### src/rtl/bch_calc_matrix_seq_pkg.sv
`default_nettype none
// ----------------------------------------------------------------------------
// bch_calc_matrix_seq_pkg : shared types, helpers and generator polynomials
// Rev 1.0
// ----------------------------------------------------------------------------
package bch_calc_matrix_seq_pkg;

  typedef enum logic [0:0] {
    ST_IDLE = 1'b0,
    ST_BUSY = 1'b1
  } state_e;

  // Number of slices needed to cover the data word, i.e. ceil(k/s).
  function automatic int f_num_slices(input int k, input int s);
    return (k + s - 1) / s;
  endfunction

  // Generator polynomials of the codes currently in use (MSB = x^r).
  localparam logic [3:0]  c_poly_ham_7_4  = 4'b1011;        // x^3 + x + 1
  localparam logic [11:0] c_poly_ham_r11  = 12'h805;        // x^11 + x^2 + 1

endpackage
`default_nettype wire

### src/rtl/bch_lfsr_slice.sv
`default_nettype none
// ----------------------------------------------------------------------------
// bch_lfsr_slice : combinational pSliceWidth-bit remainder update, MSB first
// Rev 1.0
// ----------------------------------------------------------------------------
module bch_lfsr_slice
  import bch_calc_matrix_seq_pkg::*;
#(
  parameter int                    pParityWidth = 11,
  parameter int                    pSliceWidth  = 4,
  parameter logic [pParityWidth:0] pGenPoly     = '0
) (
  input  logic [pParityWidth-1:0] i_rem,
  input  logic [pSliceWidth-1:0]  i_slice,
  output logic [pParityWidth-1:0] o_rem
);

  logic [pParityWidth-1:0] w_rem;
  logic                    w_fb;

  always_comb begin
    w_rem = i_rem;
    w_fb  = 1'b0;
    for (int b = pSliceWidth - 1; b >= 0; b--) begin
      w_fb  = i_slice[b] ^ w_rem[pParityWidth-1];
      w_rem = (w_rem << 1) ^ (w_fb ? pGenPoly[pParityWidth-1:0] : '0);
    end
    o_rem = w_rem;
  end

endmodule
`default_nettype wire

### src/rtl/bch_calc_matrix_seq.sv
`default_nettype none
// ----------------------------------------------------------------------------
// bch_calc_matrix_seq : multi-cycle sliced-LFSR parity / syndrome calculator
// Rev 1.0
// ----------------------------------------------------------------------------
module bch_calc_matrix_seq
  import bch_calc_matrix_seq_pkg::*;
#(
  parameter int                    pDataWidth   = 16,
  parameter int                    pParityWidth = 11,
  parameter int                    pCodeWidth   = 27,
  parameter bit                    pParityMode  = 1'b1,
  parameter int                    pSliceWidth  = 4,
  parameter logic [pParityWidth:0] pGenPoly     = '0,
  parameter int                    pInWidth     = pParityMode ? pDataWidth : pCodeWidth
) (
  input  logic                    clk,
  input  logic                    rst_x,
  input  logic                    i_enable,
  input  logic                    i_valid,
  output logic                    o_ready,
  input  logic [pInWidth-1:0]     i_in,
  output logic                    o_valid,
  output logic [pParityWidth-1:0] o_result
);

  localparam int N     = f_num_slices(pDataWidth, pSliceWidth);
  localparam int PADW  = N * pSliceWidth;
  localparam int CNTW  = (N > 1) ? $clog2(N) : 1;

  state_e                  state_q, state_d;
  logic [pParityWidth-1:0] rem_q, rem_d;
  logic [PADW-1:0]         shift_q, shift_d;
  logic [CNTW-1:0]         cnt_q, cnt_d;
  logic                    valid_q, valid_d;
  logic [pParityWidth-1:0] result_q, result_d;
  logic [pParityWidth-1:0] par_q;
  logic [pParityWidth-1:0] w_slice_rem;
  logic [pDataWidth-1:0]   w_data;

  // The data field sits at the top of i_in in both modes.
  assign w_data = i_in[pInWidth-1 -: pDataWidth];

  bch_lfsr_slice #(
    .pParityWidth (pParityWidth),
    .pSliceWidth  (pSliceWidth),
    .pGenPoly     (pGenPoly)
  ) u_slice (
    .i_rem   (rem_q),
    .i_slice (shift_q[PADW-1 -: pSliceWidth]),
    .o_rem   (w_slice_rem)
  );

  generate
    if (!pParityMode) begin : g_syndrome
      always_ff @(posedge clk or negedge rst_x) begin
        if (!rst_x) begin
          par_q <= '0;
        end else if (i_enable && state_q == ST_IDLE && i_valid) begin
          par_q <= i_in[pParityWidth-1:0];
        end
      end
    end else begin : g_parity
      assign par_q = '0;
    end
  endgenerate

  always_comb begin
    state_d  = state_q;
    rem_d    = rem_q;
    shift_d  = shift_q;
    cnt_d    = cnt_q;
    valid_d  = 1'b0;
    result_d = result_q;
    o_ready  = 1'b0;
    if (!i_enable) begin
      state_d = ST_IDLE;
      rem_d   = '0;
      cnt_d   = '0;
    end else begin
      case (state_q)
        ST_IDLE: begin
          // Ready is held low while the asynchronous reset is asserted.
          o_ready = rst_x;
          if (i_valid) begin
            shift_d = PADW'(w_data);
            rem_d   = '0;
            cnt_d   = CNTW'(N - 1);
            state_d = ST_BUSY;
          end
        end
        ST_BUSY: begin
          rem_d   = w_slice_rem;
          shift_d = shift_q << pSliceWidth;
          if (cnt_q == '0) begin
            result_d = w_slice_rem ^ par_q;
            valid_d  = 1'b1;
            state_d  = ST_IDLE;
          end else begin
            cnt_d = cnt_q - 1'b1;
          end
        end
        default: state_d = ST_IDLE;
      endcase
    end
  end

  always_ff @(posedge clk or negedge rst_x) begin
    if (!rst_x) begin
      state_q  <= ST_IDLE;
      rem_q    <= '0;
      shift_q  <= '0;
      cnt_q    <= '0;
      valid_q  <= 1'b0;
      result_q <= '0;
    end else begin
      state_q  <= state_d;
      rem_q    <= rem_d;
      shift_q  <= shift_d;
      cnt_q    <= cnt_d;
      valid_q  <= valid_d;
      result_q <= result_d;
    end
  end

  assign o_valid  = valid_q;
  assign o_result = result_q;

endmodule
`default_nettype wire

### config.mk
export PLATFORM = sky130hd
export DESIGN_NAME = bch_calc_matrix_seq
export DESIGN_NICKNAME = d
export VERILOG_FILES = /design/src/rtl/bch_calc_matrix_seq_pkg.sv /design/src/rtl/bch_lfsr_slice.sv /design/src/rtl/bch_calc_matrix_seq.sv
export SDC_FILE = /design/constraint.sdc
export NUM_CORES = 1
export LEC_CHECK = 0
export CAP_MARGIN = 20
export CORE_AREA = 10 10 47 49
export DETAILED_ROUTE_END_ITERATION = 12
export DIE_AREA = 0 0 57 59
export GPL_ROUTABILITY_DRIVEN = 0
export PLACE_DENSITY = 0.66
export SLEW_MARGIN = 30
export SYNTH_ARGS = -nofsm -noshare
export SYNTH_HDL_FRONTEND = slang
export SYNTH_SLANG_ARGS = --single-unit
### constraint.sdc
create_clock -name clk -period 1.4 [get_ports clk]
set_clock_uncertainty 0.1 [all_clocks]
set_input_delay 0.21 -clock clk [delete_from_list [all_inputs] [get_ports clk]]
set_output_delay 0.21 -clock clk [all_outputs]
set_load 0.03 [all_outputs]
== After elaboration in Yosys (flattened, before gate mapping) ==
Cells that the tools add are included.

* Add/subtract/negate cells: 1
* Equal/unequal tests: 2
* Muxes and demuxes: 16
* Bitwise operators: 1
* Reductions and logical operators: 3

{| class="wikitable"
|+ Operators with widths
! kind !! number
|-
| two-way mux 7 bit || 2
|-
| case mux 7 bit (2 select lines) || 1
|-
| two-way mux 1 bit || 8
|-
| two-way mux 2 bit || 3
|-
| != test 3 bit (second input constant) || 2
|-
| case mux 2 bit (2 select lines) || 1
|-
| AND reduction 3 bit || 1
|-
| logical NOT 2 bit || 1
|-
| case mux 1 bit (2 select lines) || 1
|-
| AND reduction 2 bit || 1
|-
| subtractor 2 x 1 -> 2 bit (second input constant) || 1
|-
| inverter 1 bit || 1
|}

* Register bits after elaboration: 18
* Bits of input ports: 20
* Output and inout bits: 13
* Logic and storage cells: 28

== Longest topological paths before layout ==
* Word-level depth: 4
* Depth in mapped cells: 5
* Gate-level depth less buffers: 5

== By module ==
Synthesis repeated with hierarchy kept, for this count alone.

* Cells, all modules: 175
* Area total of the unflattened synthesis: 1930.6 um^2

{| class="wikitable"
|+ Modules (own cells, without submodules)
! module !! times used !! cells an instance !! area an instance (um^2) !! sequential area each (um^2)
|-
| bch_calc_matrix_seq || 1 || 163 || 1844.3 || 1051.0
|-
| bch_lfsr_slice || 1 || 12 || 86.3 || 0.0
|}

== Worst setup path before layout ==
Ideal clock, no wire load.

* Path kind: reg-to-output
* Start point: register state_q
* End point: output o_ready
* Data arrival time: 841 ps
* Data required time: 1090 ps
* Setup slack: 249 ps
* Stages on the path, launching flop included: 2
* Path buffers: 0
* Cells stage by stage: dfrtp_1 -> nor2_1

* Word-level cells in the longest chain between the ends: 2

{| class="wikitable"
|+ Ends and longest elaborated chain
! element !! line !! source
|-
| start: declaration || bch_calc_matrix_seq.sv:31 || <nowiki>state_e state_q, state_d;</nowiki>
|-
| start signal: assignment || bch_calc_matrix_seq.sv:117 || <nowiki>state_q <= state_d;</nowiki>
|-
| two-way mux 1 bit || bch_calc_matrix_seq.sv:81 || <nowiki>case (state_q)</nowiki>
|-
| two-way mux 1 bit || bch_calc_matrix_seq.sv:76 || <nowiki>if (!i_enable) begin</nowiki>
|-
| end: declaration || bch_calc_matrix_seq.sv:21 || <nowiki>output logic o_ready,</nowiki>
|}

No other way between the ends.

== Final worst setup path ==
* Start point: input i_enable
* End point: output o_ready

* Word-level cells in the longest chain between the ends: 1

{| class="wikitable"
|+ Ends and longest elaborated chain
! element !! line !! source
|-
| start: declaration || bch_calc_matrix_seq.sv:19 || <nowiki>input logic i_enable,</nowiki>
|-
| two-way mux 1 bit || bch_calc_matrix_seq.sv:76 ||
|}

No other way between the ends.

==> flow_summary.yaml <==
status:
  status: "finished clean"
synthesis:
  netlist_instances: 31
  syn-cell-area_sq_um: 281.5
  synthTopCellsByArea: "dfrtp_1 36%, buf_4 29%, ha_1 4.4%, inv_1 4.0%, a21oi_1 3.6%"
  yosys_warnings: 0
  ys_types: 14
  synth_top_area_share_pct: 35.56
  synth_top_cell_by_area: "dfrtp_1"
  syn_avg_cell_area_sq_um: 9.081
  ys_seq_area_share_pct: 35.56
  ys_seq_elements: 4
floorplanning:
  rows: 14
  die_w_um: 57
  io_pins: 33
  start_util_pct: 20.09
  die-area_sq_mm: 0.003363
  core_area_sq_mm: 0.001401
  die_h_um: 59
global_routing:
  grt_pass1_wl_um: 1000
  grt_max_degree: 7
  grt_pass1_vias: 255
  globalRouteOverflowTotal: 0
  track_usage_pct: 4.111
  antenna_found_initial: 0
drt:
  drt_iter0_markers: 2
  drc: 0
  drt-total-wl_um: 612
  dr.pass1.iters: 2
  vias: 193
  ant_nets: 0
  viasPerCell: 3.446
  routedWlPerCell_um: 10.93
final_layout:
  diodes: 0
  nets: 63
  fin_cells: 56
  syn_to_final_growth_pct: 20.89
  drive_gt1_share_pct: 20.00
clock_network:
  ctsHtreeMaxLevel: 1
  clk_pin_slew_ns: 0.04
  clock_sink_count: 4
  cts-root-buf: "clkbuf_4"
  cts_buffers: 3
  insertion_delay_ns: 0.23
  hold_buffers: 0
  clk_path_buf_depth: 2
  cts_tree: "built"
critical_path:
  critPathLaunchType: "input pin"
  path_max_fanout: 2
  arrival_ns: 1.00
  end_kind: "output port"
  cp_data_required_time_ns: 1.09
  path_class: "input pin to output port"
placed_design:
  hpwl_um: 492
  placed_cells: 53
  io_buffer_count: 5
sta:
  setup_viol: 0
  rsz0062_at_grt: "false"
  fin_crit_ns: 1.306
  fmax_mhz: 765.6
  hold_slack_ns: 0.1740
  finalHoldViolCount: 0
  fin_crit_sh_pct: 93.29
  timing.setup.tns_ns: 0
  drv_slew: 0
flow_run:
  cap_viol_max_count: 0
power_and_ir_drop:
  p_leak_nw: 0.1907
  powerDensity_mw_per_mm2: 1142
  finalPower_mw: 0.3887
  vdd_ir_drop_max_uv: 287.3
hold_path:
  hp-class: "input pin to async pin"
==> path summary, 6_finish.rpt <==
kind | startpoint | to | slack, ns | cells after the start
hold / removal | rst_x | o_valid | 0.17 | 2
hold reg to reg | cnt_q[0] | cnt_q[0] | 0.46 | 1
setup reg to reg | cnt_q[0] | cnt_q[0] | 0.20 | 4
setup / recovery | i_enable | o_ready | 0.09 | 4
max in group asynchronous | rst_x | cnt_q[0] | 0.92 | 2
min in group clk | cnt_q[0] | cnt_q[0] | 0.46 | 1
==> report_power, final <==
part	switching, mW	internal [mW]	leakage [nW]
Combinational	0.0711	0.0340	0.125
Clock	0.0513	0.0962	0.0138
Sequential	0.00959	0.127	0.0517
==> cells by family after synthesis <==
family | after synthesis | synth area share, %
DFF | 4 | 35.56
AOI/OAI and AO/OA | 4 | 9.779
muxes | 1 | 3.556
and+or+nand+nor | 6 | 12.00
adders and majority gates | 1 | 4.444
other | 1 | 1.332
buffers and inverters | 14 | 33.33
==> metrics by stage <==
step / area, sq um / setup WS [ns] / util [%]
floorplan: 319.1 / 0.2485 / -
global placement: 319.1 / 0.08220 / 22.77
detailed placement: 319.1 / 0.08798 / 22.77
CTS: 340.3 / 0.08066 / 24.29
global route: 340.3 / 0.03989 / 24.29
finish: 340.3 / 0.09392 / 24.29
==> Yosys cell counts <==
| cell | instances |
|---|---|
| buf_4 | 11 |
| dfrtp_1 | 4 |
| inv_1 | 3 |
| a21oi_1 | 2 |
| nor2_1 | 2 |
| and2_2 | 1 |
| and3_2 | 1 |
| conb_1 | 1 |
| ha_1 | 1 |
| mux2i_1 | 1 |
| nand2_1 | 1 |
| nand3b_1 | 1 |
| o211a_1 | 1 |
| o31ai_1 | 1 |
==> layout make-up <==
type	count	area (sq um)
Fill cell	175	1061
Timing Repair Buffer	7	61.31
Sequential cell	4	100.1
Clock buffer	3	22.52
Tap cell	16	20.02
Multi-Input combinational cell	23	125.1
Inverter	3	11.26
==> metal layers <==
metal / up-vias / wire (um) / global-route usage (%)
met5: - / 0 / 0
met4: 0 / 0 / 4.027
met3: 0 / 60 / 3.004
met2: 12 / 303 / 5.736
met1: 86 / 248 / 3.814
li1: 95 / - / -
==> what timing repair did <==
item	4_1_cts	5_1_grt
setup buffers	0	0
resized for setup	1	0
hold endpoints to repair	0	0
endpoints found under the setup margin	1	0
==> state kept, by name (all words and copies together), names as in the netlist <==
| register | count |
|---|---|
| o_valid | 1 |
| cnt_q | 2 |
| state_q | 1 |
==> placed cells by master, fill, tap and decap left out <==
| cell type | instances |
|---|---|
| nand2_1 | 1 |
| dfrtp_1 | 4 |
| nand3b_1 | 1 |
| buf_4 | 3 |
| ha_1 | 1 |
| nor2_1 | 2 |
| conb_1 | 11 |
| clkdlybuf4s50_1 | 3 |
| dlygate4sd2_1 | 1 |
| mux2i_1 | 1 |
| and3_2 | 1 |
| a21oi_1 | 2 |
| inv_1 | 3 |
| o211a_1 | 1 |
| and2_2 | 1 |
| clkbuf_4 | 3 |
| o31ai_1 | 1 |
==> worst max-delay path, stage by stage <==
cell and delay (ns):
clkdlybuf4s50_1 0.48, nand2_1 0.06, nor2_1 0.08, buf_4 0.16
Note: power is estimated with default switching activity, not from simulation.
